[config.mk]
export PLATFORM = sky130hd
export DESIGN_NAME = uart_load_ctrl_flat
export DESIGN_NICKNAME = d
export VERILOG_FILES = /design/src/rtl/uart_load_ctrl_if.sv /design/src/rtl/uart_load_ctrl.sv /design/src/flat_wrapper.sv
export SDC_FILE = /design/constraint.sdc
export NUM_CORES = 1
export LEC_CHECK = 0
export CAP_MARGIN = 20
export CELL_PAD_IN_SITES_DETAIL_PLACEMENT = 2
export CELL_PAD_IN_SITES_GLOBAL_PLACEMENT = 2
export CORE_ASPECT_RATIO = 1.2
export CORE_MARGIN = 8
export CORE_UTILIZATION = 31
export DETAILED_ROUTE_END_ITERATION = 6
export PLACE_DENSITY = 0.82
export SLEW_MARGIN = 10
export SYNTH_ARGS = -nofsm -noshare
export SYNTH_HDL_FRONTEND = slang
export SYNTH_SLANG_ARGS = --single-unit
[constraint.sdc]
create_clock -name clk -period 4.95 [get_ports clk]
set_input_delay 0.495 -clock clk [delete_from_list [all_inputs] [get_ports clk]]
set_output_delay 0.495 -clock clk [all_outputs]
set_load 0.005 [all_outputs]
[src/rtl/uart_load_ctrl_if.sv]
// uart_load_ctrl_if: receiver, CPU write and memory-port signals around the program loader.
interface uart_load_ctrl_if #(parameter int ADDR_W = 12);
    logic              load_req;
    logic [31:0]       rx_word;
    logic              rx_valid;
    logic              rx_done;
    logic              cpu_we;
    logic [ADDR_W-1:0] cpu_addr;
    logic [31:0]       cpu_wdata;
    logic              mem_we;
    logic              mem_sel;
    logic [ADDR_W-1:0] mem_addr;
    logic [31:0]       mem_wdata;
    logic              rx_clear;
    logic              cpu_stall;
    logic              cpu_rst;
    logic              busy;
    logic [15:0]       load_words;
    modport slave (
        input  load_req, rx_word, rx_valid, rx_done, cpu_we, cpu_addr, cpu_wdata,
        output mem_we, mem_sel, mem_addr, mem_wdata, rx_clear, cpu_stall, cpu_rst, busy, load_words
    );
    modport master (
        output load_req, rx_word, rx_valid, rx_done, cpu_we, cpu_addr, cpu_wdata,
        input  mem_we, mem_sel, mem_addr, mem_wdata, rx_clear, cpu_stall, cpu_rst, busy, load_words
    );
endinterface

[src/rtl/uart_load_ctrl.sv]
// uart_load_ctrl: owns the memory write port while a program image streams in,
// splitting it into instruction then data words, and restarts the CPU afterwards.
module uart_load_ctrl #(
    parameter int IMEM_WORDS = 4096,
    parameter int DMEM_WORDS = 4096,
    parameter int ADDR_W     = 12,
    parameter int RST_CYCLES = 4
) (
    input logic              clk,
    input logic              reset,
    uart_load_ctrl_if.slave  bus
);
    typedef enum logic [2:0] {RUN, CLEAR, LOAD, WRITE, RESTART} state_t;
    localparam logic [31:0] IM  = 32'(IMEM_WORDS);
    localparam logic [31:0] TOT = 32'(IMEM_WORDS + DMEM_WORDS);
    localparam logic [31:0] RC  = 32'(RST_CYCLES - 1);
    state_t      state_q, state_d;
    logic [31:0] idx_q, idx_d, cnt_q, cnt_d;
    logic [31:0] word_q, word_d;
    logic        done_q, done_d;
    logic [15:0] lw_q, lw_d;
    logic        in_dmem;
    logic [ADDR_W-1:0] dm_addr;
    function automatic logic [15:0] sat(input logic [31:0] v);
        return (v > 32'hFFFF) ? 16'hFFFF : v[15:0];
    endfunction
    assign in_dmem = idx_q >= IM;
    assign dm_addr = idx_q[ADDR_W-1:0] - IM[ADDR_W-1:0];
    always_ff @(posedge clk or posedge reset) begin
        if (reset) begin
            state_q <= RUN;
            idx_q   <= '0;
            cnt_q   <= '0;
            word_q  <= '0;
            done_q  <= 1'b0;
            lw_q    <= '0;
        end else begin
            state_q <= state_d;
            idx_q   <= idx_d;
            cnt_q   <= cnt_d;
            word_q  <= word_d;
            done_q  <= done_d;
            lw_q    <= lw_d;
        end
    end
    always_comb begin
        state_d       = state_q;
        idx_d         = idx_q;
        cnt_d         = cnt_q;
        word_d        = word_q;
        done_d        = done_q;
        lw_d          = lw_q;
        bus.mem_we    = 1'b0;
        bus.mem_sel   = 1'b0;
        bus.mem_addr  = '0;
        bus.mem_wdata = '0;
        case (state_q)
            RUN: begin
                bus.mem_we    = bus.cpu_we;
                bus.mem_sel   = 1'b1;
                bus.mem_addr  = bus.cpu_addr;
                bus.mem_wdata = bus.cpu_wdata;
                if (bus.load_req) state_d = CLEAR;
            end
            CLEAR: begin
                idx_d   = '0;
                done_d  = 1'b0;
                state_d = LOAD;
            end
            LOAD: begin
                // A same-cycle rx_done is remembered so the word still gets written first
                if (bus.rx_valid) begin
                    word_d  = bus.rx_word;
                    done_d  = bus.rx_done;
                    state_d = WRITE;
                end else if (bus.rx_done) begin
                    cnt_d   = '0;
                    lw_d    = sat(idx_q);
                    state_d = RESTART;
                end
            end
            WRITE: begin
                bus.mem_we    = 1'b1;
                bus.mem_sel   = in_dmem;
                bus.mem_addr  = in_dmem ? dm_addr : idx_q[ADDR_W-1:0];
                bus.mem_wdata = word_q;
                idx_d         = idx_q + 32'd1;
                if (done_q || bus.rx_done || idx_d == TOT) begin
                    cnt_d   = '0;
                    lw_d    = sat(idx_d);
                    state_d = RESTART;
                end else begin
                    state_d = LOAD;
                end
            end
            RESTART: begin
                if (cnt_q == RC) state_d = RUN;
                else cnt_d = cnt_q + 32'd1;
            end
            default: state_d = RUN;
        endcase
    end
    assign bus.rx_clear   = state_q == CLEAR;
    assign bus.cpu_stall  = state_q != RUN;
    assign bus.busy       = state_q != RUN;
    assign bus.cpu_rst    = state_q == RESTART;
    assign bus.load_words = lw_q;
endmodule
[src/flat_wrapper.sv]
// flat-port wrapper written by rule: the top's interface ports become plain ports
module uart_load_ctrl_flat 
#(
    parameter int IMEM_WORDS = 4096,
    parameter int DMEM_WORDS = 4096,
    parameter int ADDR_W     = 12,
    parameter int RST_CYCLES = 4
)
  (clk, reset, bus_load_req, bus_rx_word, bus_rx_valid, bus_rx_done, bus_cpu_we, bus_cpu_addr, bus_cpu_wdata, bus_mem_we, bus_mem_sel, bus_mem_addr, bus_mem_wdata, bus_rx_clear, bus_cpu_stall, bus_cpu_rst, bus_busy, bus_load_words);
  uart_load_ctrl_if #(.ADDR_W(ADDR_W)) bus_i ();
  input logic clk;
  input logic reset;
  input wire logic [$bits(bus_i.load_req)-1:0] bus_load_req;
  input wire logic [$bits(bus_i.rx_word)-1:0] bus_rx_word;
  input wire logic [$bits(bus_i.rx_valid)-1:0] bus_rx_valid;
  input wire logic [$bits(bus_i.rx_done)-1:0] bus_rx_done;
  input wire logic [$bits(bus_i.cpu_we)-1:0] bus_cpu_we;
  input wire logic [$bits(bus_i.cpu_addr)-1:0] bus_cpu_addr;
  input wire logic [$bits(bus_i.cpu_wdata)-1:0] bus_cpu_wdata;
  output wire logic [$bits(bus_i.mem_we)-1:0] bus_mem_we;
  output wire logic [$bits(bus_i.mem_sel)-1:0] bus_mem_sel;
  output wire logic [$bits(bus_i.mem_addr)-1:0] bus_mem_addr;
  output wire logic [$bits(bus_i.mem_wdata)-1:0] bus_mem_wdata;
  output wire logic [$bits(bus_i.rx_clear)-1:0] bus_rx_clear;
  output wire logic [$bits(bus_i.cpu_stall)-1:0] bus_cpu_stall;
  output wire logic [$bits(bus_i.cpu_rst)-1:0] bus_cpu_rst;
  output wire logic [$bits(bus_i.busy)-1:0] bus_busy;
  output wire logic [$bits(bus_i.load_words)-1:0] bus_load_words;
  assign bus_i.load_req = bus_load_req;
  assign bus_i.rx_word = bus_rx_word;
  assign bus_i.rx_valid = bus_rx_valid;
  assign bus_i.rx_done = bus_rx_done;
  assign bus_i.cpu_we = bus_cpu_we;
  assign bus_i.cpu_addr = bus_cpu_addr;
  assign bus_i.cpu_wdata = bus_cpu_wdata;
  assign bus_mem_we = bus_i.mem_we;
  assign bus_mem_sel = bus_i.mem_sel;
  assign bus_mem_addr = bus_i.mem_addr;
  assign bus_mem_wdata = bus_i.mem_wdata;
  assign bus_rx_clear = bus_i.rx_clear;
  assign bus_cpu_stall = bus_i.cpu_stall;
  assign bus_cpu_rst = bus_i.cpu_rst;
  assign bus_busy = bus_i.busy;
  assign bus_load_words = bus_i.load_words;
  uart_load_ctrl #(.IMEM_WORDS(IMEM_WORDS), .DMEM_WORDS(DMEM_WORDS), .ADDR_W(ADDR_W), .RST_CYCLES(RST_CYCLES)) u_core (.clk(clk), .reset(reset), .bus(bus_i));
endmodule
# Yosys cells after proc, flatten, opt, wreduce, memory -nomap -nowiden
# Cells that the tools add are included.
[word_totals]
register_bits = 116
input_bits = 82
out_inout_bits = 66
[op_classes]
addsub = 2
magnitude_cmp = 3
eq_ne = 14
mux = 24
reduce_logical = 13
[ops]
columns = ["cell", "n"]
rows = [
  ["$mux W32", 4],
  ["$pmux W32 S2", 2],
  ["$pmux W32 S3", 1],
  ["$mux W16", 5],
  ["$add A32 B1 Y32 const B", 2],
  ["$gt A32 B16 Y1 const B", 2],
  ["$eq A32 B14 Y1 const B", 1],
  ["$eq A32 B2 Y1 const B", 1],
  ["$ge A32 B13 Y1 const B", 1],
  ["$pmux W16 S2", 1],
  ["$pmux W12 S2", 1],
  ["$mux W3", 5],
  ["$pmux W3 S5", 1],
  ["$ne A2 B2 Y1 const B", 5],
  ["$eq A3 B2 Y1 const B", 2],
  ["$pmux W1 S2", 3],
  ["$reduce_bool A2 Y1", 3],
  ["$reduce_bool A3 Y1", 2],
  ["$reduce_and A5 Y1", 1],
  ["$ne A2 B1 Y1 const B", 2],
  ["$reduce_and A2 Y1", 2],
  ["$reduce_and A4 Y1", 1],
  ["$eq A3 B1 Y1 const B", 1],
  ["$eq A3 B3 Y1 const B", 1],
  ["5 further kinds", 6],
]

# Depth between registers and ports, before layout
[logic_depth]
ltp_word = 5
mapped_depth = 12
depth_no_buf = 10

# Least setup slack after synthesis
# OpenSTA, ideal clock, no wires.
[synth_path]
kind = "flip-flop to flip-flop"
start = "register u_core.idx_q[0]"
end = "register u_core.lw_q[1], in the netlist u_core.bus.load_words[1]"
setup_time_ns = 0.125
arrival_time_ns = 2.957
path_slack_ns = 1.868
path_stages_with_launch = 10
path_buffers = 0
synth_period_minus_slack_ns = 3.082
path_cell_list = "dfrtp_1 ha_1 and4_1 nand3_1 o21ai_0 o211ai_1 or4b_4 or3_1 o32a_1 mux2_2"
[synth_between]
elab_chain_cells = 5
elab_cells_between_ends = 13
[synth_rtl]
columns = ["item", "line", "text"]
rows = [
  ["start: declaration", "uart_load_ctrl.sv:18", "logic [31:0] idx_q, idx_d, cnt_q, cnt_d;"],
  ["start signal: assignment", "uart_load_ctrl.sv:39", "idx_q <= idx_d;"],
  ["$add A32 B1 Y32 / $gt A32 B16 Y1 (equally long branches)", "uart_load_ctrl.sv:87, uart_load_ctrl.sv:25", ""],
  ["$gt A32 B16 Y1 (tied with other cells)", "uart_load_ctrl.sv:25", "return (v > 32'hFFFF) ? 16'hFFFF : v[15:0];"],
  ["$mux W16 (tied with other cells)", "uart_load_ctrl.sv:25", ""],
  ["$mux W16 (tied with other cells)", "uart_load_ctrl.sv:88", "if (done_q || bus.rx_done || idx_d == TOT) begin"],
  ["$pmux W16 S2 / $reduce_and A4 Y1 (equally long branches)", "--", ""],
  ["end signal: assignment", "uart_load_ctrl.sv:43", "lw_q <= lw_d;"],
  ["end: declaration", "uart_load_ctrl.sv:21", "logic [15:0] lw_q, lw_d;"],
]
# Several ways; a longest one is shown, not always the timed one. The select of a mux whose other input is x is not followed.
# A chain may end at the register's enable or synchronous reset.

# Final worst setup path
[layout_path]
start = "register u_core.idx_q[0]"
end = "register u_core.cnt_q[15]"
[layout_between]
elab_chain_cells = 5
[layout_rtl]
columns = ["item", "line", "text"]
rows = [
  ["$add A32 B1 Y32", "uart_load_ctrl.sv:87", "idx_d = idx_q + 32'd1;"],
  ["$eq A32 B14 Y1", "uart_load_ctrl.sv:88", ""],
  ["$logic_or A1 B1 Y1", "uart_load_ctrl.sv:88", ""],
  ["$ne A2 B1 Y1 (no source line)", "--", ""],
  ["$reduce_and A5 Y1 (no source line)", "--", ""],
  ["end signal: assignment", "uart_load_ctrl.sv:40", "cnt_q <= cnt_d;"],
  ["end: declaration", "uart_load_ctrl.sv:18", ""],
]
# Every way passes these cells.

==> out/summary.log <==
INFO  yosys          synth_common_cells=sky130_fd_sc_hd__dfrtp_1 (116), sky130_fd_sc_hd__nand2_1 (69), sky130_fd_sc_hd__nor2_1 (61)
INFO  critical_path  startpoint_kind_of_the_worst_setup_timing_path=register
INFO  global_routing gr-usage-all-layers=0.212
INFO  sta            final_period_minus_worst_setup_slack=3930ps
INFO  yosys          synth.most_common_cell=sky130_fd_sc_hd__dfrtp_1
INFO  yosys          postSynthNetCount=865
INFO  global_routing number_of_global_route_vias_before_repair=7707
INFO  sta            fin_setup_tns=0ps
INFO  final_layout   layout-area-overhead-vs-synth=33.2%
INFO  detailed_routing num_vias=6905
INFO  yosys          synth-edff-count=0
INFO  clock_tree     cts.path.max_buffers=2
INFO  clock_tree     htree_num_levels=4
INFO  placement      io_buffers=147
INFO  sta            fin_skew=15.0ps
INFO  run_status     run_status=finished clean
INFO  clock_tree     clock_tree_from_tritoncts=done
INFO  final_layout   area_of_the_multi_input_gates=3800um2
INFO  detailed_routing final_antenna_net_count=0
INFO  global_routing first_pass_grt_wire_length=46300um
INFO  power          worst_ir_drop_vdd=0.000284V
INFO  detailed_routing drcViolationCount=0
INFO  yosys          syn-mean-instance-area=9.00um2
INFO  critical_path  worstReg2RegStart=u_core.idx_q[0]
INFO  sta            timing_max_transition_violations_final=0
INFO  yosys          synth_cell_type_count=61
INFO  yosys          synthTopCellsByArea=sky130_fd_sc_hd__dfrtp_1 (41%), sky130_fd_sc_hd__a22o_1 (6.4%), sky130_fd_sc_hd__mux2_2 (5.9%)
INFO  yosys          netlist.area_leader.share=0.413
INFO  yosys          share_of_the_yosys_chip_area_belonging_to_registers=0.413
INFO  placement      dp.final_hpwl=19600um
INFO  detailed_routing dr.pass1.iters=5
INFO  sta            grt_setup_unrepaired=false
INFO  worst_hold_path timing.hold.worst.class=reg2reg
INFO  critical_path  rr_endpoint=u_core.cnt_q[15]
INFO  critical_path  crit_type=reg2reg
INFO  yosys          post-synth-top-area-cell=sky130_fd_sc_hd__dfrtp_1
INFO  global_routing met1_usage=0.234
INFO  global_routing number_of_antenna_violations_at_the_first_check_in_global_routing=0
INFO  detailed_routing avgViaCountPerCell=5.82
INFO  final_layout   final.fill_count=2431
INFO  final_layout   utilization=0.418
INFO  critical_path  worst-path-max-fanout=30
INFO  clock_tree     cts-resized-gates=0
INFO  yosys          synthesis.yosys.warnings=0
INFO  global_routing grt_max_degree=65
INFO  detailed_routing post_detailed_route_wirelength_per_cell=24.9um
INFO  clock_tree     postCtsSetupBuffers=0
INFO  critical_path  critical_path.endpoint=u_core.cnt_q[15]
INFO  clock_tree     cts_hold_repair.buffers=0
INFO  critical_path  reg2reg_setup_slack=1020ps
INFO  yosys          async_reset_ff_frac=1.00
INFO  sta            fmaxAchievable=255MHz
INFO  floorplanning  fp.dieW=153um
INFO  floorplanning  rows=60
INFO  sta            min_period_over_period=0.794
INFO  global_routing global_route.overflow_total=0
INFO  global_routing busiest_layer=met2
INFO  sta            setup_violations_final=0
INFO  sta            holdWs=495ps
INFO  floorplanning  die-area=27700um2
INFO  yosys          synth_cells=780
INFO  yosys          synth_top_flop_cell=sky130_fd_sc_hd__dfrtp_1
INFO  power          pd_cells=537nW/um2
INFO  detailed_routing drt_wl_total=29500um
INFO  placement      dpl.cell_count=1155
INFO  floorplanning  start_util=0.314
INFO  final_layout   stdcell_count=1187
INFO  global_routing gr_layer_usage_met2=0.379
INFO  clock_tree     cts.clk_slew.worst_paths=60ps
INFO  sta            hold_violations=0
INFO  placement      gpl.final_weighted_congestion=0.845
INFO  floorplanning  dieHeight=181um
INFO  detailed_routing detailedRoute.firstIterationViolations=402
INFO  final_layout   finish.net_count=980
INFO  sta            slew_headroom=0.436
INFO  yosys          synthesis.area=7020um2
INFO  flow_run       drv.max_cap_violation_count=0
INFO  clock_tree     clock-root-buffer=sky130_fd_sc_hd__clkbuf_16
INFO  critical_path  worstRegToRegCells=10
INFO  power          finalPower=5.02mW
INFO  floorplanning  pin_count=148
INFO  sta            max_slew.worst_pin.slew=847ps
INFO  critical_path  worstSetupStartpoint=u_core.idx_q[0]
INFO  critical_path  critical_path_required=5220ps
INFO  power          static-leakage-power=3.78nW
INFO  final_layout   drive_above_1_share=0.116
INFO  final_layout   number_of_antenna_diodes=0
INFO  clock_tree     clk-insertion-delay-late=440ps
INFO  critical_path  worst-endpoint-arrival=4200ps
INFO  yosys          synthesis_stage_register_bit_count=116
INFO  clock_tree     cts_sinks=116
INFO  global_routing grt_util_met3=0.0477
INFO  clock_tree     cts_made_buffers=17
INFO  critical_path  crit_path_end_kind=register
INFO  floorplanning  core=22400um2
INFO  final_layout   register_area=2900um2
## power by group
group | switching [mW] | internal, mW
sequential | 0.310 | 1.25
combinational | 1.05 | 1.01
clock | 0.540 | 0.857
## area by class of cell
type / instances / area share
clock buffer: 17 / 0.0455
clock inverter: 15 / 0.0233
inverter: 15 / 0.00629
multi-input combinational: 581 / 0.406
sequential: 116 / 0.310
tap: 279 / 0.0373
timing repair buffer: 164 / 0.171
## critical path, cell delays in order, from the launching register on
cell                      delay [ps]
sky130_fd_sc_hd__dfrtp_1         490
sky130_fd_sc_hd__ha_1            370
sky130_fd_sc_hd__nand2_1         220
sky130_fd_sc_hd__nor4_2          460
sky130_fd_sc_hd__nand4_1         270
sky130_fd_sc_hd__xor2_1          210
sky130_fd_sc_hd__or4b_4          540
sky130_fd_sc_hd__nor3_4          300
sky130_fd_sc_hd__o21ai_1         190
sky130_fd_sc_hd__inv_2           510
sky130_fd_sc_hd__a31oi_1         190
## cell usage in the layout (no fill, tap or decap), types with 19 or more instances in the layout
cell / netlist / routed
sky130_fd_sc_hd__nand2_1: 69 / 69
sky130_fd_sc_hd__o21ai_0: 44 / 44
sky130_fd_sc_hd__nand3_1: 30 / 30
sky130_fd_sc_hd__clkdlybuf4s50_1: 0 / 147
sky130_fd_sc_hd__a22o_1: 51 / 51
sky130_fd_sc_hd__mux2_2: 37 / 37
sky130_fd_sc_hd__nor3_1: 25 / 23
sky130_fd_sc_hd__nor4_1: 20 / 19
sky130_fd_sc_hd__and3_1: 22 / 22
sky130_fd_sc_hd__nor2_1: 61 / 60
sky130_fd_sc_hd__dfrtp_1: 116 / 116
sky130_fd_sc_hd__a31oi_1: 28 / 28
sky130_fd_sc_hd__a21oi_1: 46 / 46
## per-stage QoR
stage          area [um2]  setup WS (ps)
6_report             9350           1020
5_1_grt              9350            742
4_1_cts              9350           1010
3_5_place_dp         8710           1060
3_3_place_gp         8710           1160
2_1_floorplan        7020           1380
## cell families (layout without fill, tap and decap cells)
kind of cell / Yosys count / count (layout) / synth area share
simple gates: 280 / 280 / 0.206
compound gates: 222 / 222 / 0.212
flops: 116 / 116 / 0.413
buf+inv: 83 / 211 / 0.0492
mux: 59 / 59 / 0.0930
xor+xnor: 17 / 17 / 0.0212
fa+ha+maj: 3 / 3 / 0.00535
## sequential cells by signal, indices dropped and copies added (netlist names)
signal                 flops
u_core.bus.load_words     16
u_core.cnt_q              32
u_core.state_q             3
u_core.done_q              1
u_core.idx_q              32
u_core.word_q             32
## per-layer routing
metal  vias up  share of wire
met3        63          0.042
met2       176           0.52
met5         -              0
met1      3530           0.40
li1       3136              -
met4         0          0.038
## worst min path at each step
| stage | from | slack, ps | end | cells after the start |
|---|---|---|---|---|
| 2_1_floorplan | u_core.cnt_q[0] | 460 | u_core.cnt_q[0] | 1 |
| 3_3_place_gp | u_core.bus.load_words[14] | 470 | u_core.bus.load_words[14] | 1 |
| 3_5_place_dp | u_core.bus.load_words[7] | 480 | u_core.bus.load_words[7] | 1 |
| 4_1_cts | u_core.bus.load_words[7] | 500 | u_core.bus.load_words[7] | 1 |
| 5_1_grt | u_core.bus.load_words[15] | 510 | u_core.bus.load_words[15] | 1 |
| 6_report | u_core.bus.load_words[7] | 490 | u_core.bus.load_words[7] | 1 |
Note: power is estimated with default switching activity, not from simulation.
